<file path="src/rtl/prog_loader.sv">
// prog_loader: boot-time program loader for the 8-bit CPU.
// Accepts a stream of the form length byte, payload bytes, checksum byte over a
// valid/ready handshake and writes the payload into program RAM. The CPU is held
// off the RAM port while a load runs. A good checksum releases the CPU and
// pulses cpu_run. A bad checksum or an abort raises err.
module prog_loader #(
    parameter int ADDR_W    = 8,
    parameter int DATA_W    = 8,
    parameter int BASE_ADDR = 0
) (
    input  logic              clk,
    input  logic              rst,
    input  logic              start,
    input  logic              abort,
    input  logic [DATA_W-1:0] in_data,
    input  logic              in_valid,
    output logic              in_ready,
    output logic [ADDR_W-1:0] ld_addr,
    output logic [DATA_W-1:0] ld_data,
    output logic              ld_wren,
    output logic              cpu_hold,
    output logic              cpu_run,
    output logic              busy,
    output logic              done,
    output logic              err
);

    typedef enum logic [2:0] {
        S_IDLE = 3'd0,
        S_LEN  = 3'd1,
        S_DATA = 3'd2,
        S_CSUM = 3'd3,
        S_RUN  = 3'd4,
        S_DONE = 3'd5,
        S_ERR  = 3'd6
    } state_t;

    localparam logic [ADDR_W-1:0] BASE_C   = ADDR_W'(BASE_ADDR);
    localparam logic [ADDR_W-1:0] ADDR_ONE = ADDR_W'(1'b1);
    localparam logic [DATA_W-1:0] DATA_ONE = DATA_W'(1'b1);

    state_t              state_q, state_d;
    logic [DATA_W-1:0]   rem_q, rem_d;      // payload bytes still expected
    logic [ADDR_W-1:0]   wa_q, wa_d;        // address of the next payload byte
    logic [DATA_W-1:0]   sum_q, sum_d;      // running payload sum
    logic [ADDR_W-1:0]   ld_addr_q, ld_addr_d;
    logic [DATA_W-1:0]   ld_data_q, ld_data_d;
    logic                wren_q, wren_d;
    logic                hold_q, hold_d;
    logic                run_q, run_d;
    logic                busy_q, busy_d;
    logic                done_q, done_d;
    logic                err_q, err_d;

    logic                xfer_s;
    logic [DATA_W-1:0]   sum_in_s;

    assign xfer_s   = in_valid && busy_q;
    assign sum_in_s = sum_q + in_data;

    // Next-state and next-output decode for the load sequence
    always_comb begin
        state_d   = state_q;
        rem_d     = rem_q;
        wa_d      = wa_q;
        sum_d     = sum_q;
        ld_addr_d = ld_addr_q;
        ld_data_d = ld_data_q;
        wren_d    = 1'b0;
        run_d     = 1'b0;
        done_d    = done_q;
        err_d     = err_q;
        case (state_q)
            S_IDLE, S_DONE, S_ERR: begin
                if (start) begin
                    state_d = S_LEN;
                    done_d  = 1'b0;
                    err_d   = 1'b0;
                    sum_d   = '0;
                end else begin
                    state_d = state_q;
                end
            end
            S_LEN: begin
                if (xfer_s) begin
                    // A length of zero is taken as 2**DATA_W bytes: the counter
                    // wraps through all values before it reaches one.
                    rem_d   = in_data;
                    wa_d    = BASE_C;
                    state_d = S_DATA;
                end else begin
                    state_d = S_LEN;
                end
            end
            S_DATA: begin
                if (xfer_s) begin
                    wren_d    = 1'b1;
                    ld_addr_d = wa_q;
                    ld_data_d = in_data;
                    wa_d      = wa_q + ADDR_ONE;
                    sum_d     = sum_in_s;
                    if (rem_q == DATA_ONE) begin
                        state_d = S_CSUM;
                    end else begin
                        rem_d = rem_q - DATA_ONE;
                    end
                end else begin
                    state_d = S_DATA;
                end
            end
            S_CSUM: begin
                if (xfer_s) begin
                    if (sum_in_s == '0) begin
                        state_d = S_RUN;
                        run_d   = 1'b1;
                        done_d  = 1'b1;
                    end else begin
                        state_d = S_ERR;
                        err_d   = 1'b1;
                    end
                end else begin
                    state_d = S_CSUM;
                end
            end
            S_RUN: begin
                state_d = S_DONE;
            end
            default: begin
                state_d = S_IDLE;
            end
        endcase
        // Abort overrides everything while loading; a byte already taken on
        // this cycle still gets written because wren_d is left alone.
        if (abort && busy_q) begin
            state_d = S_ERR;
            err_d   = 1'b1;
            done_d  = 1'b0;
            run_d   = 1'b0;
        end else begin
            state_d = state_d;
        end
        busy_d = (state_d == S_LEN) || (state_d == S_DATA) || (state_d == S_CSUM);
        // Keep the RAM port while a write is still being issued.
        hold_d = busy_d || wren_d;
    end

    // State and registered outputs, synchronous active-low reset
    always_ff @(posedge clk) begin
        if (!rst) begin
            state_q   <= S_IDLE;
            rem_q     <= '0;
            wa_q      <= '0;
            sum_q     <= '0;
            ld_addr_q <= '0;
            ld_data_q <= '0;
            wren_q    <= 1'b0;
            hold_q    <= 1'b0;
            run_q     <= 1'b0;
            busy_q    <= 1'b0;
            done_q    <= 1'b0;
            err_q     <= 1'b0;
        end else begin
            state_q   <= state_d;
            rem_q     <= rem_d;
            wa_q      <= wa_d;
            sum_q     <= sum_d;
            ld_addr_q <= ld_addr_d;
            ld_data_q <= ld_data_d;
            wren_q    <= wren_d;
            hold_q    <= hold_d;
            run_q     <= run_d;
            busy_q    <= busy_d;
            done_q    <= done_d;
            err_q     <= err_d;
        end
    end

    assign in_ready = busy_q;
    assign busy     = busy_q;
    assign ld_addr  = ld_addr_q;
    assign ld_data  = ld_data_q;
    assign ld_wren  = wren_q;
    assign cpu_hold = hold_q;
    assign cpu_run  = run_q;
    assign done     = done_q;
    assign err      = err_q;

endmodule
</file>
<file path="config.mk">
export PLATFORM = sky130hd
export DESIGN_NAME = prog_loader
export DESIGN_NICKNAME = d
export VERILOG_FILES = /design/src/rtl/prog_loader.sv
export SDC_FILE = /design/constraint.sdc
export NUM_CORES = 1
export LEC_CHECK = 0
export ABC_CLOCK_PERIOD_IN_PS = 3810
export CELL_PAD_IN_SITES_DETAIL_PLACEMENT = 2
export CELL_PAD_IN_SITES_GLOBAL_PLACEMENT = 2
export CORE_MARGIN = 2
export CORE_UTILIZATION = 35
export DETAILED_ROUTE_END_ITERATION = 8
export GPL_TIMING_DRIVEN = 0
export PLACE_DENSITY = 0.83
export REMOVE_ABC_BUFFERS = 1
export SLEW_MARGIN = 15
export SYNTH_ARGS = -nofsm -noshare
export SYNTH_HDL_FRONTEND = slang
export SYNTH_SLANG_ARGS = --single-unit
</file>
<file path="constraint.sdc">
create_clock -name clk -period 3.81 [get_ports clk]
set_input_delay 0.762 -clock clk [delete_from_list [all_inputs] [get_ports clk]]
set_output_delay 0.762 -clock clk [all_outputs]
set_load 0.03 [all_outputs]
</file>
==> results of run 1 <==
## per-layer routing
layer	track usage (%)	wire length, um	vias to the layer above
met5	0	0	-
met4	5.51	121	0
met3	3.09	172	10
met2	34.5	3710	31
met1	22.7	3390	1165
li1	-	-	1143
## stage by stage
| stage | utilization (%) | cell area (um^2) |
|---|---|---|
| 2_1_floorplan | - | 2510 |
| 3_3_place_gp | 41.1 | 2980 |
| 3_5_place_dp | 41.0 | 2980 |
| 4_1_cts | 42.3 | 3070 |
| 5_1_grt | 42.3 | 3070 |
| 6_report | 42.3 | 3070 |
## logic make-up after synthesis
kind of cell	after synthesis	synth area share, %
xor gates and xnor gates	7	2.62
adders and majority gates	11	5.53
and+or+nand+nor	131	24.7
muxes	2	0.810
AOI/OAI and AO/OA	90	23.7
buffers and inverters	24	5.29
DFF	49	37.4
## power by group through the flow
| stage | Combinational [mW] | Sequential, mW | Clock, mW |
|---|---|---|---|
| floorplan | 0.206 | 0.625 | 0 |
| global placement | 0.347 | 0.601 | 0 |
| detailed placement | 0.360 | 0.604 | 0 |
| CTS | 0.363 | 0.593 | 0.349 |
| global route | 0.397 | 0.601 | 0.364 |
| finish | 0.360 | 0.593 | 0.333 |
## cell usage after synthesis (all sizes together), types with 3 or more instances
library cell  number  area (um^2)
inv                5         18.8
and2              12         75.1
buf               11         90.1
nor2              20         90.1
dfxtp             49          981
clkbuf             8         30.0
ha                10          125
a211oi             3         27.5
and3               5         31.3
xnor2              3         33.8
nor2b              5         31.3
nor4               4         25.0
a31oi              3         18.8
nand3             16         85.1
a21oi             15         78.8
xor2               4         35.0
a21boi            23          173
o21ai             25          136
nor3               3         31.3
o211a              3         30.0
nand2             59          221
## path summary, 6_finish.rpt
check                                start         end  slack (ns)  depth (start not counted)
worst max-delay path            in_data[0]         err        0.51                          9
worst min-delay path            ld_data[0]  ld_data[0]        0.47                          2
worst max register to register    sum_q[0]         err        1.19                          8
worst min register to register  ld_data[0]  ld_data[0]        0.47                          2
## sequential cells by signal, summed over array words and instances, names as in the netlist
signal and count:
state_q 3, ld_wren 1, wa_q 8, err 1, ld_data 8, done 1, sum_q 8, cpu_hold 1
rem_q 8, ld_addr 8, busy 1, cpu_run 1
## cells in the final DEF (no fill, tap or decap), drive strengths merged, types with 3 or more instances in the layout
cell type      netlist  routed
a211oi               3       3
a21boi              23      23
a21oi               15      15
a31oi                3       3
and2                12      12
and3                 5       5
clkbuf               8       6
clkdlybuf4s50        0      34
dfxtp               49      49
ha                  10      10
inv                  5       5
nand2               59      59
nand3               16      16
nor2                20      20
nor2b                5       5
nor3                 3       3
nor4                 4       4
o211a                3       3
o21ai               25      25
xnor2                3       3
xor2                 4       4
## final cells by class
type	count	area (um^2)	share of cell area, %
inverter	5	18.8	0.611
tap	99	124	4.03
timing repair buffer	35	345	11.2
clock inverter	2	13.8	0.448
multi-input combinational	241	1510	49.0
clock buffer	6	82.6	2.69
sequential	49	981	31.9
## tightest hold or removal path: stages (launching register included)
cell and delay (ns):
dfxtp_1 0.31, nand2_1 0.04, a21boi_0 0.07
==> flow_summary.yaml, run 1 <==
clocking:
  clockBufferDepth: 2
  cts_hold_buf: 0
  post_cts_buffers: 0
  cts-root-buf: "clkbuf_8"
  clkLatencyLatePin_ns: 0.31
  clkSinkCount: 49
  cts_max_level: 2
  clk_pin_slew_worst_paths_ns: 0.10
  ctsResizeCount: 0
  cts_tree: "built"
  numCtsBuffers: 5
floorplan:
  rows: 31
  start_util_pct: 36.2
  io_pins: 36
  die_w_um: 90.6
  die-area_mm2: 0.00821
  core_area_mm2: 0.00725
  chipHeight_um: 90.6
critical_path:
  crit_chain: "clkdlybuf4s50_1, ha_1, fa_1, a211oi_1, nor2_1, xor2_1, nor4_1, a31o_2, o21ai_1"
  cp-end-kind: "flop"
  slowest_delay_ns: 0.48
  cp_data_required_time_ns: 4.01
  worst_path_max_delay_cell: "clkdlybuf4s50_1"
  critPathArrivalTime_ns: 3.50
  crit_family: "compound AO/OA/AOI/OAI gates"
  critPathBufInv: 1
  crit_type: "in2reg"
  cp_max_fo: 4
  start_kind: "primary input"
place:
  place_ws_ns: 0.326
  hpwl_um: 5080
  io_buffers: 35
  gp_congestion: 0.739
  dp_cells: 429
global_routing:
  grt_antenna_before_repair: 0
  globalRoute.totalOverflow: 0
  grt_max_degree: 49
  grt_pass1_vias: 2530
  grt_first_pass_wirelength_um: 12500
  grtUsageTotal_pct: 18.9
finish:
  diodes: 0
  areaGrowthSynthToFinish_pct: 17.0
  nets: 361
  drive_gt1_share_pct: 6.80
  final_cells: 437
  fillCellCount: 844
timing:
  min_period_ns: 3.30
  tightest_slew_ns: 0.804
  timing.final.hold_violations: 0
  hold_slack_ns: 0.470
  setup_violations: 0
  fin_worst_skew_ns: 0.00965
  setup_tns_ns: 0
  rsz0062_at_grt: "false"
  fmax_ghz: 0.303
  layout_setup_ws_ns: 0.512
  drv_slew: 0
  timing.final.crit_share_pct: 86.6
  relSlewSlack_pct: 46.2
drt:
  firstDrtPassIters: 4
  ant_nets: 0
  routed_wirelength_um: 7390
  initialDrtViolationCount: 60
  wl_per_cell_um: 16.9
  via_per_inst: 5.38
  dr_total_vias: 2349
  drc: 0
power_and_ir_drop:
  p_seq_share_pct: 46.1
  pwr-share-clk_pct: 25.9
  power_mw: 1.29
  p_comb_share_pct: 28.0
  p_int_mw: 0.829
  vdd_drop_max_mv: 0.215
  swShare_pct: 35.5
  powerDensity_mw_per_mm2: 418
  power_leakage_nw: 1.09
  p_sw_mw: 0.457
status:
  run_status: "complete, no violations"
yosys:
  ys_seq_area_share_pct: 37.4
  synthArstFlopShare_pct: 0
  ys_seq_elements: 49
  yosysUniqueCellTypes: 56
  synth_edf_count: 0
  syn_area_mm2: 0.00263
  syn_inst: 314
  ys_warn_count: 0
  synth.avg_cell_area_um2: 8.36
  ys.flop_type: "dfxtp_1"
min_path:
  holdCritPathClass: "reg2reg"
run:
  cap_viol_max_count: 0
No activity file was read; power rests on OpenSTA's default activity.
==> inputs of run 2 (changes only) <==
--- a/config.mk
+++ b/config.mk
@@ -10,8 +10,8 @@
 export CELL_PAD_IN_SITES_GLOBAL_PLACEMENT = 2
 export CORE_MARGIN = 2
-export CORE_UTILIZATION = 35
+export CORE_UTILIZATION = 29
 export DETAILED_ROUTE_END_ITERATION = 8
 export GPL_TIMING_DRIVEN = 0
-export PLACE_DENSITY = 0.83
+export PLACE_DENSITY = 0.71
 export REMOVE_ABC_BUFFERS = 1
 export SLEW_MARGIN = 15
==> constraint.sdc (replaced) <==
create_clock -name clk -period 3.81 [get_ports clk]
set_input_delay 1.143 -clock clk [delete_from_list [all_inputs] [get_ports clk]]
set_output_delay 1.143 -clock clk [all_outputs]
set_load 0.03 [all_outputs]
==> run 2 against run 1 <==
  * Sequential share of layout area is essentially flat
  * Fmax shrank 2.3%
  * Power shrank 1.7%
  * Critical endpoint unchanged
  * Largest power group unchanged
==> flow_summary.yaml, run 2 (same netlist as run 1, synthesis figures left out) <==
critical_path:
  critPathBufInv: 1
  worst_path_max_delay_cell: "clkdlybuf4s50_1"
  cp-end-kind: "flop"
  start_kind: "primary input"
  slowest_delay_ns: 0.47
  rrSetupSlack_ns: 1.32
  crit_family: "compound AO/OA/AOI/OAI gates"
  crit_chain: "clkdlybuf4s50_1, ha_1, fa_1, a211oi_1, nor2_1, xor2_1, nor4_1, a31o_2, o21ai_1"
  cp_data_required_time_ns: 4.01
  crit_type: "in2reg"
  cp_max_fo: 4
  critPathArrivalTime_ns: 3.58
clocking:
  cts_hold_buf: 0
  post_cts_buffers: 0
  ctsResizeCount: 0
  cts_tree: "built"
  clkLatencyLatePin_ns: 0.31
  numCtsBuffers: 5
  cts_max_level: 2
  clk_pin_slew_worst_paths_ns: 0.09
  clockBufferDepth: 2
  clkSinkCount: 49
  cts-root-buf: "clkbuf_8"
finish:
  fin_util_pct: 35.1
  drive_gt1_share_pct: 6.80
  nets: 361
  final_common_cell: "nand2_1"
  design_area_mm2: 0.00307
  areaGrowthSynthToFinish_pct: 17.0
  diodes: 0
  final_cell_mix: "nand2_1 (59), dfxtp_1 (49), clkdlybuf4s50_1 (34)"
  fillCellCount: 1029
timing:
  relSlewSlack_pct: 49.3
  fin_worst_skew_ns: 0.00878
  drv_slew: 0
  timing.final.hold_violations: 0
  setup_violations: 0
  setup_tns_ns: 0
  rsz0062_at_grt: "false"
  fmax_ghz: 0.296
  timing.final.crit_share_pct: 88.6
  hold_slack_ns: 0.458
  tightest_slew_ns: 0.759
  min_period_ns: 3.38
drt:
  firstDrtPassIters: 4
  routed_wirelength_um: 7040
  via_per_inst: 5.17
  initialDrtViolationCount: 57
  ant_nets: 0
  dr_total_vias: 2305
  wl_per_cell_um: 15.8
  drc: 0
place:
  dpl_cell_area_mm2: 0.00299
  hpwl_um: 4890
  gp_congestion: 0.726
  io_buffers: 35
floorplan:
  io_pins: 36
  die_w_um: 99.2
  core_area_mm2: 0.00876
  rows: 34
  die-area_mm2: 0.00983
  start_util_pct: 30.0
  chipHeight_um: 99.2
global_routing:
  globalRoute.totalOverflow: 0
  grt_max_degree: 49
  grt_first_pass_wirelength_um: 11900
  grtUsageTotal_pct: 14.9
  grt_pass1_vias: 2423
  grt_antenna_before_repair: 0
min_path:
  holdCritPathClass: "reg2reg"
status:
  run_status: "complete, no violations"
power_and_ir_drop:
  power_mw: 1.26
  power_leakage_nw: 1.09
  vdd_drop_max_mv: 0.155
  powerDensity_mw_per_mm2: 411
run:
  cap_viol_max_count: 0
-- run 2: changes by cell type in the layout (fill, tap and decap cells not counted) --
cell        change
clkbuf_8        -1
clkinv_4        -1
clkinvlp_4      +1
clkinv_2        +1
-- run 2: routing by layer --
| metal | routed length [um] | share of wire, % | up-vias | global-route usage, % |
|---|---|---|---|---|
| met3 | 188 | 2.7 | 7 | 2.53 |
| li1 | - | - | 1138 | - |
| met2 | 3480 | 49 | 28 | 26.6 |
| met4 | 63 | 0.89 | 0 | 3.48 |
| met5 | 0 | 0 | - | 0 |
| met1 | 3320 | 47 | 1132 | 18.7 |
-- run 2: area by class of cell --
| cell class | instances | area (um^2) | area share, % |
|---|---|---|---|
| clock inverters | 3 | 17.5 | 0.570 |
| clock buffers | 5 | 68.8 | 2.24 |
| well taps | 108 | 135 | 4.40 |
| flip-flops and latches | 49 | 981 | 31.9 |
| multi-input cells | 241 | 1510 | 49.0 |
| repair buffers | 35 | 345 | 11.2 |
| inverters | 5 | 18.8 | 0.611 |
-- run 2: metrics by stage --
| step | setup slack [ns] | std cells |
|---|---|---|
| 5_1_grt | 0.220 | 446 |
| 2_1_floorplan | 0.929 | 295 |
| 3_5_place_dp | 0.0803 | 438 |
| 4_1_cts | 0.403 | 446 |
| 6_report | 0.435 | 446 |
| 3_3_place_gp | 0.0824 | 438 |
-- run 2: power breakdown --
| group | internal (mW) | switching, mW | total (mW) |
|---|---|---|---|
| registers | 0.543 | 0.0491 | 0.592 |
| logic | 0.137 | 0.219 | 0.357 |
| clock network | 0.127 | 0.187 | 0.314 |
-- run 2: worst paths after layout --
check,to,from,depth (start not counted)
worst max-delay path,err,in_data[0],9
worst min-delay path,done,done,2
worst min register to register,done,done,2
worst max register to register,wa_q[5],state_q[1],6
-- run 2: worst min-delay path, stage by stage (launching register included) --
cell and delay, ns:
dfxtp_1 0.32, nand2_1 0.05, a21oi_1 0.05
==> inputs of run 3 (changes only) <==
Settings changed: ABC_CLOCK_PERIOD_IN_PS 3810 to 4300, CAP_MARGIN set to 15.
Clock period 3.81 ns to 4.3 ns, I/O delays scaled along.
==> results of run 3 <==
Same layout as run 2 (identical final DEF). Status: complete, no violations.
Among the figures that moved: setup slack after placement 0.0803 ns -> 0.423 ns; setup slack after layout 0.435 ns -> 0.778 ns; register-to-register setup slack 1.32 ns -> 1.81 ns; total power 1.26 mW -> 1.12 mW; worst IR drop on VDD 0.155 mV -> 0.137 mV
==> variant (config.mk and constraints of run 2) <==
Change the parameter `DATA_W` from 8 to 7.
--- a/src/rtl/prog_loader.sv
+++ b/src/rtl/prog_loader.sv
@@ -5,7 +5,7 @@
 // pulses cpu_run. A bad checksum or an abort raises err.
 module prog_loader #(
     parameter int ADDR_W    = 8,
-    parameter int DATA_W    = 8,
+    parameter int DATA_W    = 7,
     parameter int BASE_ADDR = 0
 ) (
     input  logic              clk,
Ports: changed (resized in_data and ld_data); port bits go from 36 to 34. No check against the original RTL was run, so the function may have changed too.
==> variant against run 2 <==
  * Routed wire length down 8.1%
  * Critical path depth up 1
  * Cell count down 5.4%
  * Global-route usage up 1.2 points
  * Via count down 5.3%
  * Total power down 8.1%
  * Synthesized area down 13%
  * Critical path type unchanged
  * Fmax down 7.8%
  * Count of clock-buffer cells in the layout up 1
  * Final area down 7.7%
  * Sequential cell count down 3
  * Worst setup slack worse by 280 ps
==> variant: results (changes against run 2) <==
| Metric | Value |
|---|---|
| Status | `finished clean` |
| Maximum VDD drop | `0.1611 mV (+4.3%)` |
| Dpl cells | `414 (-5.5%)` |
| Reg2Reg Launch Point | `sum_q[0]$_SDFFE_PN0P_` |
| CP arrival | `3890 ps (+310 ps)` |
| Post-DP HPWL | `4.688 mm (-4.2%)` |
| Via-to-Cell Ratio | `5.173 (about the same)` |
| Met2 wire len | `3.131 mm (-10%)` |
| CP max FO | `3 (-1)` |
| Leakage | `0.9684 nW (-11%)` |
| Top cells by count, synth | `nand2_1, dfxtp_1, a21oi_1, nor2_1, clkbuf_1` |
| Cells after Synth | `293 (-6.7%)` |
| Largest net degree at the start of global routing | `41 (-16%)` |
| GR Util met3 | `2.766% (+0.24 points)` |
| DRT Wirelength | `6.476 mm (-8.1%)` |
| Post-DP Area | `0.002734 mm² (-8.5%)` |
| Post-CTS sizing | `1 (+1)` |
| Wire per inst | `15.35 µm (-2.8%)` |
| Post-synthesis sequential area ratio | `40.22% (+2.9 points)` |
| Setup Skew | `7.166 ps (-1.610 ps)` |
| Crit path capture | `done$_SDFFE_PP0P_` |
| FFs w/ async S/R, synth | `0% (unchanged)` |
| Fin crit share | `96.07% (+7.5 points)` |
| Compound-Gate Fraction of Synth Area | `21.42% (-2.3 points)` |
| Met3 wire len | `120 µm (-36%)` |
| Hold Path Sink | `ld_addr[4]$_SDFFE_PN0P_` |
| Clock-pin slew on the worst setup and hold paths | `90 ps (about the same)` |
| Adder-Cell Fraction of Synth Area | `5.792% (+0.27 points)` |
| Synth area leaders | `dfxtp_1, a21oi_1, nand2_1` |
| R2R Path End | `done$_SDFFE_PP0P_` |
| Max stage delay on crit path | `540 ps (+70 ps)` |
| Hold Path Origin | `ld_addr[4]$_SDFFE_PN0P_` |
| Post-synthesis cell type count | `45 (-20%)` |
| Worst Reg-to-Reg Cells | `9 (+3)` |
| Switching power | `0.3935 mW (-14%)` |
| Vias in the first global route | `2271 (-6.3%)` |
| CP delay by family, top | `simple AND/OR/NAND/NOR gates` |
| DP Worst Slack | `-411.2 ps (-491.4 ps)` |
| Number of port buffers | `33 (-5.7%)` |
| Measured slew at the worst slew-check pin | `813.1 ps (+53.63 ps)` |
| Hold_ws | `460.0 ps (+1.893 ps)` |
variant: cell families (layout without fill, tap and decap cells):
group,Yosys count,after routing
AOI/OAI and AO/OA,80,80
adders and majority gates,10,10
xor gates and xnor gates,6,6
buffers and inverters,23,50
DFF,46,46
and+or+nand+nor,128,128
variant: power by group through the flow:
stage	logic, mW	clock network, mW	registers (mW)
after floorplan	0.161	0	0.576
after global placement	0.283	0	0.556
after detailed placement	0.294	0	0.558
after CTS	0.297	0.341	0.546
after global routing	0.325	0.356	0.552
final	0.291	0.323	0.547
variant: worst register-to-register path, cell delays in order, from the launching register on:
cell,delay [ps]
dfxtp_1,340
ha_1,180
inv_1,60
fa_1,400
nand2b_1,210
a21oi_2,160
xnor2_1,150
or3b_4,420
or4_1,450
a21oi_1,150
variant: cell type report:
cell class	count	area, µm²
clock buffer	6	82.58
timing repair buffer	35	372.9
inverter	7	26.28
clock inverter	2	12.51
multi-input combinational	224	1292
tap	102	127.6
sequential	46	920.9
fill	904	4852
